==> config.mk <==
export PLATFORM = sky130hd
export DESIGN_NAME = map_port_arb
export DESIGN_NICKNAME = d
export VERILOG_FILES = /design/src/rtl/game_pkg.sv /design/src/rtl/map_port_arb_rr_pick.sv /design/src/rtl/map_port_arb.sv
export SDC_FILE = /design/constraint.sdc
export NUM_CORES = 1
export LEC_CHECK = 0
export BUFFER_PORTS_ARGS = -buffer_cell sky130_fd_sc_hd__buf_4
export CAP_MARGIN = 10
export CORE_ASPECT_RATIO = 0.9
export CORE_UTILIZATION = 50
export DETAILED_ROUTE_END_ITERATION = 10
export GPL_ROUTABILITY_DRIVEN = 0
export GPL_TIMING_DRIVEN = 0
export MAX_ROUTING_LAYER = met4
export PLACE_DENSITY = 0.95
export RECOVER_POWER = 100
export SLEW_MARGIN = 20
export SYNTH_ARGS = -nofsm -noshare
export SYNTH_HDL_FRONTEND = slang
export SYNTH_SLANG_ARGS = --single-unit
==> constraint.sdc <==
create_clock -name clk -period 5.05 [get_ports clk]
set_input_delay 1.01 -clock clk [delete_from_list [all_inputs] [get_ports clk]]
set_output_delay 1.01 -clock clk [all_outputs]
set_load 0.02 [all_outputs]
==> src/rtl/game_pkg.sv <==
// Shared game-controller definitions: map geometry, requester ids and the
// lookup tag carried alongside the shared map read.
package game_pkg;

   localparam int unsigned MAP_W = 200;
   localparam int unsigned MAP_H = 150;
   localparam int unsigned ID_W  = 2;

   typedef enum logic [ID_W-1:0] {
      REQ_P1     = 2'd0,
      REQ_P2     = 2'd1,
      REQ_BULLET = 2'd2
   } req_id_e;

   typedef struct packed {
      logic            valid;
      logic [ID_W-1:0] id;
      logic            oob;
   } map_tag_t;

   // Zero-extended unsigned compare; identical to an 8-bit compare for any map
   // that fits in 8-bit coordinates.
   function automatic logic coord_oob(input logic [7:0] x, input logic [7:0] y,
                                      input int unsigned w, input int unsigned h);
      return (32'(x) >= w) || (32'(y) >= h);
   endfunction

endpackage

==> src/rtl/map_port_arb_rr_pick.sv <==
// Combinational round-robin picker: first asserted request at or after ptr,
// wrapping modulo N.
module rr_pick #(
   parameter  int unsigned N  = 3,
   localparam int unsigned IW = (N > 1) ? $clog2(N) : 1
) (
   input  logic [N-1:0]  i_req,
   input  logic [IW-1:0] i_ptr,
   output logic          o_any,
   output logic [IW-1:0] o_grant
);

   int unsigned w_idx;

   always_comb begin
      o_any   = 1'b0;
      o_grant = '0;
      w_idx   = 0;
      for (int unsigned i = 0; i < N; i++) begin
         w_idx = (32'(i_ptr) + i) % N;
         if (!o_any && i_req[w_idx]) begin
            o_any   = 1'b1;
            o_grant = IW'(w_idx);
         end
      end
   end

endmodule

==> src/rtl/map_port_arb.sv <==
// Round-robin sharing of the single clk-domain map read port between the
// tank and bullet wall checks, with a tagged fixed-latency response.
module map_port_arb #(
   parameter int unsigned NUM_REQ = 3,
   parameter int unsigned MAP_LAT = 1,
   parameter int unsigned MAP_W   = game_pkg::MAP_W,
   parameter int unsigned MAP_H   = game_pkg::MAP_H
) (
   input  logic                 clk,
   input  logic                 rstn,
   input  logic [NUM_REQ-1:0]   req,
   input  logic [NUM_REQ*8-1:0] req_x,
   input  logic [NUM_REQ*8-1:0] req_y,
   output logic [NUM_REQ-1:0]   ack,
   output logic [NUM_REQ-1:0]   rsp_valid,
   output logic                 rsp_wall,
   output logic [7:0]           map_rd_x,
   output logic [7:0]           map_rd_y,
   input  logic                 map_rd_wall
);

   import game_pkg::*;

   localparam int unsigned IW = (NUM_REQ > 1) ? $clog2(NUM_REQ) : 1;

   logic            w_any;
   logic [IW-1:0]   w_gnt;
   logic [IW-1:0]   w_nxt_ptr;
   logic [7:0]      w_x [NUM_REQ];
   logic [7:0]      w_y [NUM_REQ];
   logic [7:0]      w_gx;
   logic [7:0]      w_gy;
   logic            w_oob;
   map_tag_t        w_out_tag;

   logic [NUM_REQ-1:0] r_ack;
   logic [NUM_REQ-1:0] r_rsp_valid;
   logic               r_rsp_wall;
   logic [7:0]         r_rd_x;
   logic [7:0]         r_rd_y;
   logic [IW-1:0]      r_ptr;
   map_tag_t           r_tag [MAP_LAT];

   for (genvar gi = 0; gi < NUM_REQ; gi++) begin : g_unpack
      assign w_x[gi] = req_x[gi*8 +: 8];
      assign w_y[gi] = req_y[gi*8 +: 8];
   end

   rr_pick #(.N(NUM_REQ)) u_pick (
      .i_req   (req),
      .i_ptr   (r_ptr),
      .o_any   (w_any),
      .o_grant (w_gnt)
   );

   assign w_gx      = w_x[w_gnt];
   assign w_gy      = w_y[w_gnt];
   assign w_oob     = coord_oob(w_gx, w_gy, MAP_W, MAP_H);
   assign w_nxt_ptr = (32'(w_gnt) == NUM_REQ - 1) ? '0 : w_gnt + 1'b1;
   assign w_out_tag = r_tag[MAP_LAT-1];

   // Stage 0 is loaded on the grant edge and the response register samples the
   // last stage, so ack-to-rsp_valid is exactly MAP_LAT cycles.
   always_ff @(posedge clk) begin
      if (!rstn) begin
         r_ack       <= '0;
         r_rsp_valid <= '0;
         r_rsp_wall  <= 1'b0;
         r_rd_x      <= '0;
         r_rd_y      <= '0;
         r_ptr       <= '0;
         for (int unsigned i = 0; i < MAP_LAT; i++) r_tag[i] <= '0;
      end else begin
         r_ack    <= '0;
         r_tag[0] <= '0;
         if (w_any) begin
            r_ack[w_gnt] <= 1'b1;
            r_rd_x       <= w_gx;
            r_rd_y       <= w_gy;
            r_tag[0]     <= '{valid: 1'b1, id: ID_W'(w_gnt), oob: w_oob};
            r_ptr        <= w_nxt_ptr;
         end
         for (int unsigned i = 1; i < MAP_LAT; i++) r_tag[i] <= r_tag[i-1];
         r_rsp_valid <= '0;
         if (w_out_tag.valid) begin
            r_rsp_valid[w_out_tag.id] <= 1'b1;
            r_rsp_wall                <= w_out_tag.oob | map_rd_wall;
         end
      end
   end

   assign ack       = r_ack;
   assign rsp_valid = r_rsp_valid;
   assign rsp_wall  = r_rsp_wall;
   assign map_rd_x  = r_rd_x;
   assign map_rd_y  = r_rd_y;

endmodule

# Word level (Yosys, flattened, before mapping)
# Memory sizes are Yosys's and may differ from the RTL's.
# Cells that the tools add are included.
totals:
  input_bits: 54
  ramBits: 4
  n_memories: 1
  reg_bits: 25
memory_table:
  columns: ["name", "words", "width", "rd", "rd_ports_with_merged_regs", "write_ports", "line", "text"]
  rows:
  - ["r_tag", 1, 4, 1, 0, 2, "map_port_arb.sv:42", "map_tag_t r_tag [MAP_LAT];"]
op_classes:
  n_bitwise: 2
  magnitude_cmp: 10
  reduce_logical: 10
  n_eq_ne: 1
  addsub: 3
  div_mod_pow: 3
  n_mux: 30
op_table:
  columns: ["operator", "count"]
  rows:
  - ["less-than comparator 32 x 3 -> 1 bit, second input constant", 3]
  - ["remainder unit 32 x 2 -> 32 bit, second input constant", 2]
  - ["binary-select mux 8 bit (select 2 bit)", 2]
  - ["remainder unit 2 x 2 -> 32 bit, second input constant", 1]
  - ["two-way mux 8 bit", 4]
  - ["greater-or-equal comparator 8 bit, second input constant", 2]
  - ["two-way mux 1 bit", 14]
  - ["two-way mux 2 bit", 4]
  - ["binary-select mux 1 bit (select 2 bit)", 3]
  - ["less-than comparator 2 x 3 -> 1 bit, second input constant", 2]
  - ["demux 1 bit (select 2 bit)", 2]
  - ["greater-or-equal comparator 2 x 1 -> 1 bit, second input constant", 2]
  - ["logical AND 1 bit", 4]
  - ["two-way mux 4 bit", 1]
  - ["AND reduction 2 bit", 2]
  - ["OR reduction 4 bit", 1]
  - ["adder 2 x 1 -> 3 bit, second input constant", 1]
  - ["adder 2 x 2 -> 3 bit, second input constant", 1]
  - ["greater-or-equal comparator 3 bit, second input constant", 1]
  - ["NOT 2 -> 3 bit", 1]
  - ["adder 2 x 1 -> 2 bit, second input constant", 1]
  - ["equality test 2 bit, second input constant", 1]
  - ["logical NOT 1 bit", 2]
  - ["logical OR 1 bit", 1]
  - ["bitwise OR 1 bit", 1]

# Logic depth before layout (Yosys ltp)
depth:
  word_depth: 16
  depth_mapped: 13

# Hierarchy
# From an unflattened synthesis, not the netlist that was laid out.
hier_totals:
  hier_cells: 169
  hier_area_um2: 1595.3
by_module_without_submodules:
  columns: ["mod", "seq_area_each_um2", "instances", "area_per_inst_um2", "cells_per_inst"]
  rows:
  - ["map_port_arb", 580.6, 1, 1343.8, 137]
  - ["rr_pick", 0.0, 1, 251.5, 32]

# Worst setup path before layout
# Ideal clock, no wire load.
synth_path:
  path_kind: "input-to-reg"
  start: "input port req[2]"
  end: "memory r_tag[0][0] in the netlist's numbering"
  slack_ps: 2325
  cell_stages: 9
  setup_time_ps: 127
  path_buffers: 1
  t_arrival_ps: 2598
  path_cell_list: "or2b_1 -> mux2i_4 -> o22ai_2 -> buf_6 -> mux2_4 -> mux2i_1 -> o221ai_1 -> a211oi_2 -> o32ai_1"
synth_rtl:
  columns: ["item", "line", "text"]
  rows:
  - ["start, declared", "map_port_arb.sv:11", "input logic [NUM_REQ-1:0] req,"]
  - ["end, declared", "map_port_arb.sv:42", null]

==> key figures <==
Run status
  • Status: finished, final reports clean

Cells and area
  • Synth-to-Final Area Change: 34.79%
  • Fillers: 265
  • Post-layout net count: 327
  • Multi-input logic area: 964.7 um2
  • Diode count: 0
  • Share of layout cells above drive strength 1: 25.56%
  • Storage element area: 580.6 um2

Die
  • Die Wd: 62.70 um
  • Initial cell density of the core: 53.23%
  • Core ar.: 3114 um2
  • # IOs: 77
  • Die Ht: 56.63 um
  • Die Area: 3550 um2
  • Row count: 19

Route
  • DRC viols: 0
  • Total Wirelength: 4246 um
  • Routed Antenna Nets: 0
  • Via count: 1623
  • 1st-iter DRT viols: 89
  • Pre-antenna DRT Iters: 4
  • Avg WL per Cell: 13.61 um
  • Via/cell ratio: 5.202

Placement
  • Final HPWL DP: 3255 um
  • I/O Buffers: 76

Synth
  • Syn avg cell area: 8.913 um2
  • Syn. warnings: 0
  • Syn nets: 244
  • Number of synthesized flops with an enable pin: 0
  • Mapped cell area: 1658 um2
  • Synth unique cells: 39
  • Post-Syn Instances: 186
  • Seq/Total Area, Yosys: 35.02%
  • Asr flop ratio synth: 0%
  • Main synth FF type: dfxtp_1
  • Synth Register Bits: 29

GRT
  • Number of global-route vias before repair: 1546
  • GRT Residual Overflow: 0
  • First-pass GRT wire length: 6851 um
  • Largest net degree at the start of global routing: 11
  • Initial antenna violation count: 0
  • All-Layer GR Usage: 26.12%

STA
  • Setup violation total in the final timing report: 0
  • RSZ-0062 raised after global routing: no
  • Final Max Tran Viols: 0
  • Tcrit/Tclk final: 72.00%
  • Tmin final: 3.636 ns
  • Fin Clk Skew: 0.004349 ns
  • Hold Slack: 0.4379 ns
  • Fmax: 275.0 MHz
  • Slew margin rel.: 52.29%
  • Slew @ Worst Pin: 0.7157 ns
  • Final hold violation count: 0
  • Setup TNS: 0 ns

Setup path
  • Worst setup EP type: register
  • Critical Path Start: r_ptr[0]
  • Worst r2r src: r_ptr[0]
  • Startpoint Class: register
  • Worst Path Arrival: 3.80 ns
  • R2R depth: 12
  • FF-to-FF setup slack: 1.41 ns
  • Crit path kind: register to register
  • CP required: 5.22 ns
  • FF-to-FF End: r_tag[0][0]
  • Worst-path maximum fanout: 10

Clock tree
  • Worst skew pair latency: 0.29 ns
  • CTS Buf Count: 5
  • # resized after CTS: 0
  • Clock buffer depth: 2
  • CTS tree: built
  • CTS H-tree lvls: 2
  • Hold-fix buffers at CTS: 0
  • Sinks on the clock net: 29
  • # Post-CTS Setup Buffers: 0
  • Clock Root Buffer: clkbuf_8
  • Reg clk slew, reported paths: 0.06 ns

Power
  • Pwr Density: 621.8 nW/um2
  • Max VDD drop: 0.3502 mV
  • LEAKAGE: 0.9394 nW

Worst hold path
  • Hold Crit Start: r_tag[0][2]
  • Worst hold path class: register to register
  • WHS Path Cells: 1
  • Hold Path End: rsp_valid[1]

Job
  • Max Cap Viol: 0
stage by stage:
stage | util [%] | power (mW) | setup slack [ns] | std cells | instance area, um2
3_3_place_gp | 73.24 | 1.275 | 1.994 | 304 | 2281
6_report | 71.76 | 1.389 | 1.414 | 312 | 2235
5_1_grt | 71.76 | 1.499 | 1.091 | 312 | 2235
4_1_cts | 76.01 | 1.489 | 2.252 | 312 | 2367
3_5_place_dp | 73.24 | 1.296 | 1.960 | 304 | 2281
2_1_floorplan | - | 1.044 | 2.325 | 186 | 1658
kinds of logic (layout without fill, tap and decap cells):
group	after synthesis	after routing	synth area share, %
muxes	29	29	18.87
adders and majority gates	4	4	3.019
AOI/OAI and AO/OA	39	39	15.85
DFF	29	29	35.02
buffers and inverters	17	101	5.283
and+or+nand+nor	68	68	21.96
worst max path at each step:
stage	end	cells after the start
floorplan	r_tag[0][0]	9
global placement	r_tag[0][0]	10
detailed placement	r_tag[0][0]	10
CTS	r_tag[0][0]	10
global route	r_tag[0][0]	12
finish	r_tag[0][0]	12
cells in the mapped netlist, types with 2 or more instances:
cell type  count  area (um2)
nor2b_1        8       50.05
nand3_1        2       10.01
o21ai_0        8       40.04
nand2_1       19       71.32
buf_4          2       15.01
ha_1           4       50.05
a31o_2         2       17.52
mux2_4         2       30.03
mux2i_1       26       260.3
inv_1          5       18.77
nor3b_1        5       37.54
o2bb2ai_1      3       26.28
nor2_1        12       45.04
buf_2          4       20.02
and2_1        10       62.56
dfxtp_1       29       580.6
nor3_1         3       15.01
clkbuf_1       3       11.26
nand3b_1       3       22.52
o21ai_1       10       50.05
a21oi_1        8       40.04
critical path: stages, from the launching register on:
cell      delay [ns]
dfxtp_1         0.39
inv_1           0.09
ha_1            0.28
clkbuf_1        0.30
nand4b_1        0.14
and3_1          0.23
o22ai_2         0.12
clkbuf_1        0.47
clkbuf_1        0.61
mux2i_1         0.30
o221ai_1        0.14
a211oi_1        0.31
o32ai_1         0.14
power breakdown:
| part | internal, mW | leakage [nW] | switching (mW) |
|---|---|---|---|
| Sequential | 0.314 | 0.240 | 0.0434 |
| Clock | 0.0947 | 0.0439 | 0.0926 |
| Combinational | 0.350 | 0.656 | 0.495 |
sequential cells by signal, summed over array words and instances, names as in the netlist:
name       count
r_ptr          2
rsp_wall       1
map_rd_x       8
ack            3
rsp_valid      3
map_rd_y       8
r_tag          4
routing by layer:
metal  global-route usage, %  wire length (um)
met2                   42.24              2003
met3                   4.268               288
met1                   30.82              1825
met4                   14.95               129
met5                       -                 0
final cells by class:
type	count	share of cell area, %
buffer	12	2.464
clock buffer	5	3.080
clock inverter	3	0.7839
inverter	5	0.8399
multi-input combinational	140	43.17
sequential	29	25.98
tap	42	2.352
timing repair buffer	76	21.33
placed cells by master (no fill, tap or decap), types with 3 or more instances in the layout:
master | netlist | layout
a21oi_1 | 8 | 8
buf_4 | 2 | 53
inv_1 | 5 | 5
nor2_1 | 12 | 12
dfxtp_1 | 29 | 29
nor2b_1 | 8 | 8
and2_1 | 10 | 7
nor3b_1 | 5 | 5
nor3_1 | 3 | 3
clkbuf_8 | 0 | 5
o2bb2ai_1 | 3 | 3
nand3b_1 | 3 | 3
and2_0 | 0 | 3
mux2i_1 | 26 | 27
o21ai_0 | 8 | 16
nand2_1 | 19 | 19
ha_1 | 4 | 4
clkbuf_1 | 3 | 32
No activity file was read; power rests on OpenSTA's default activity.
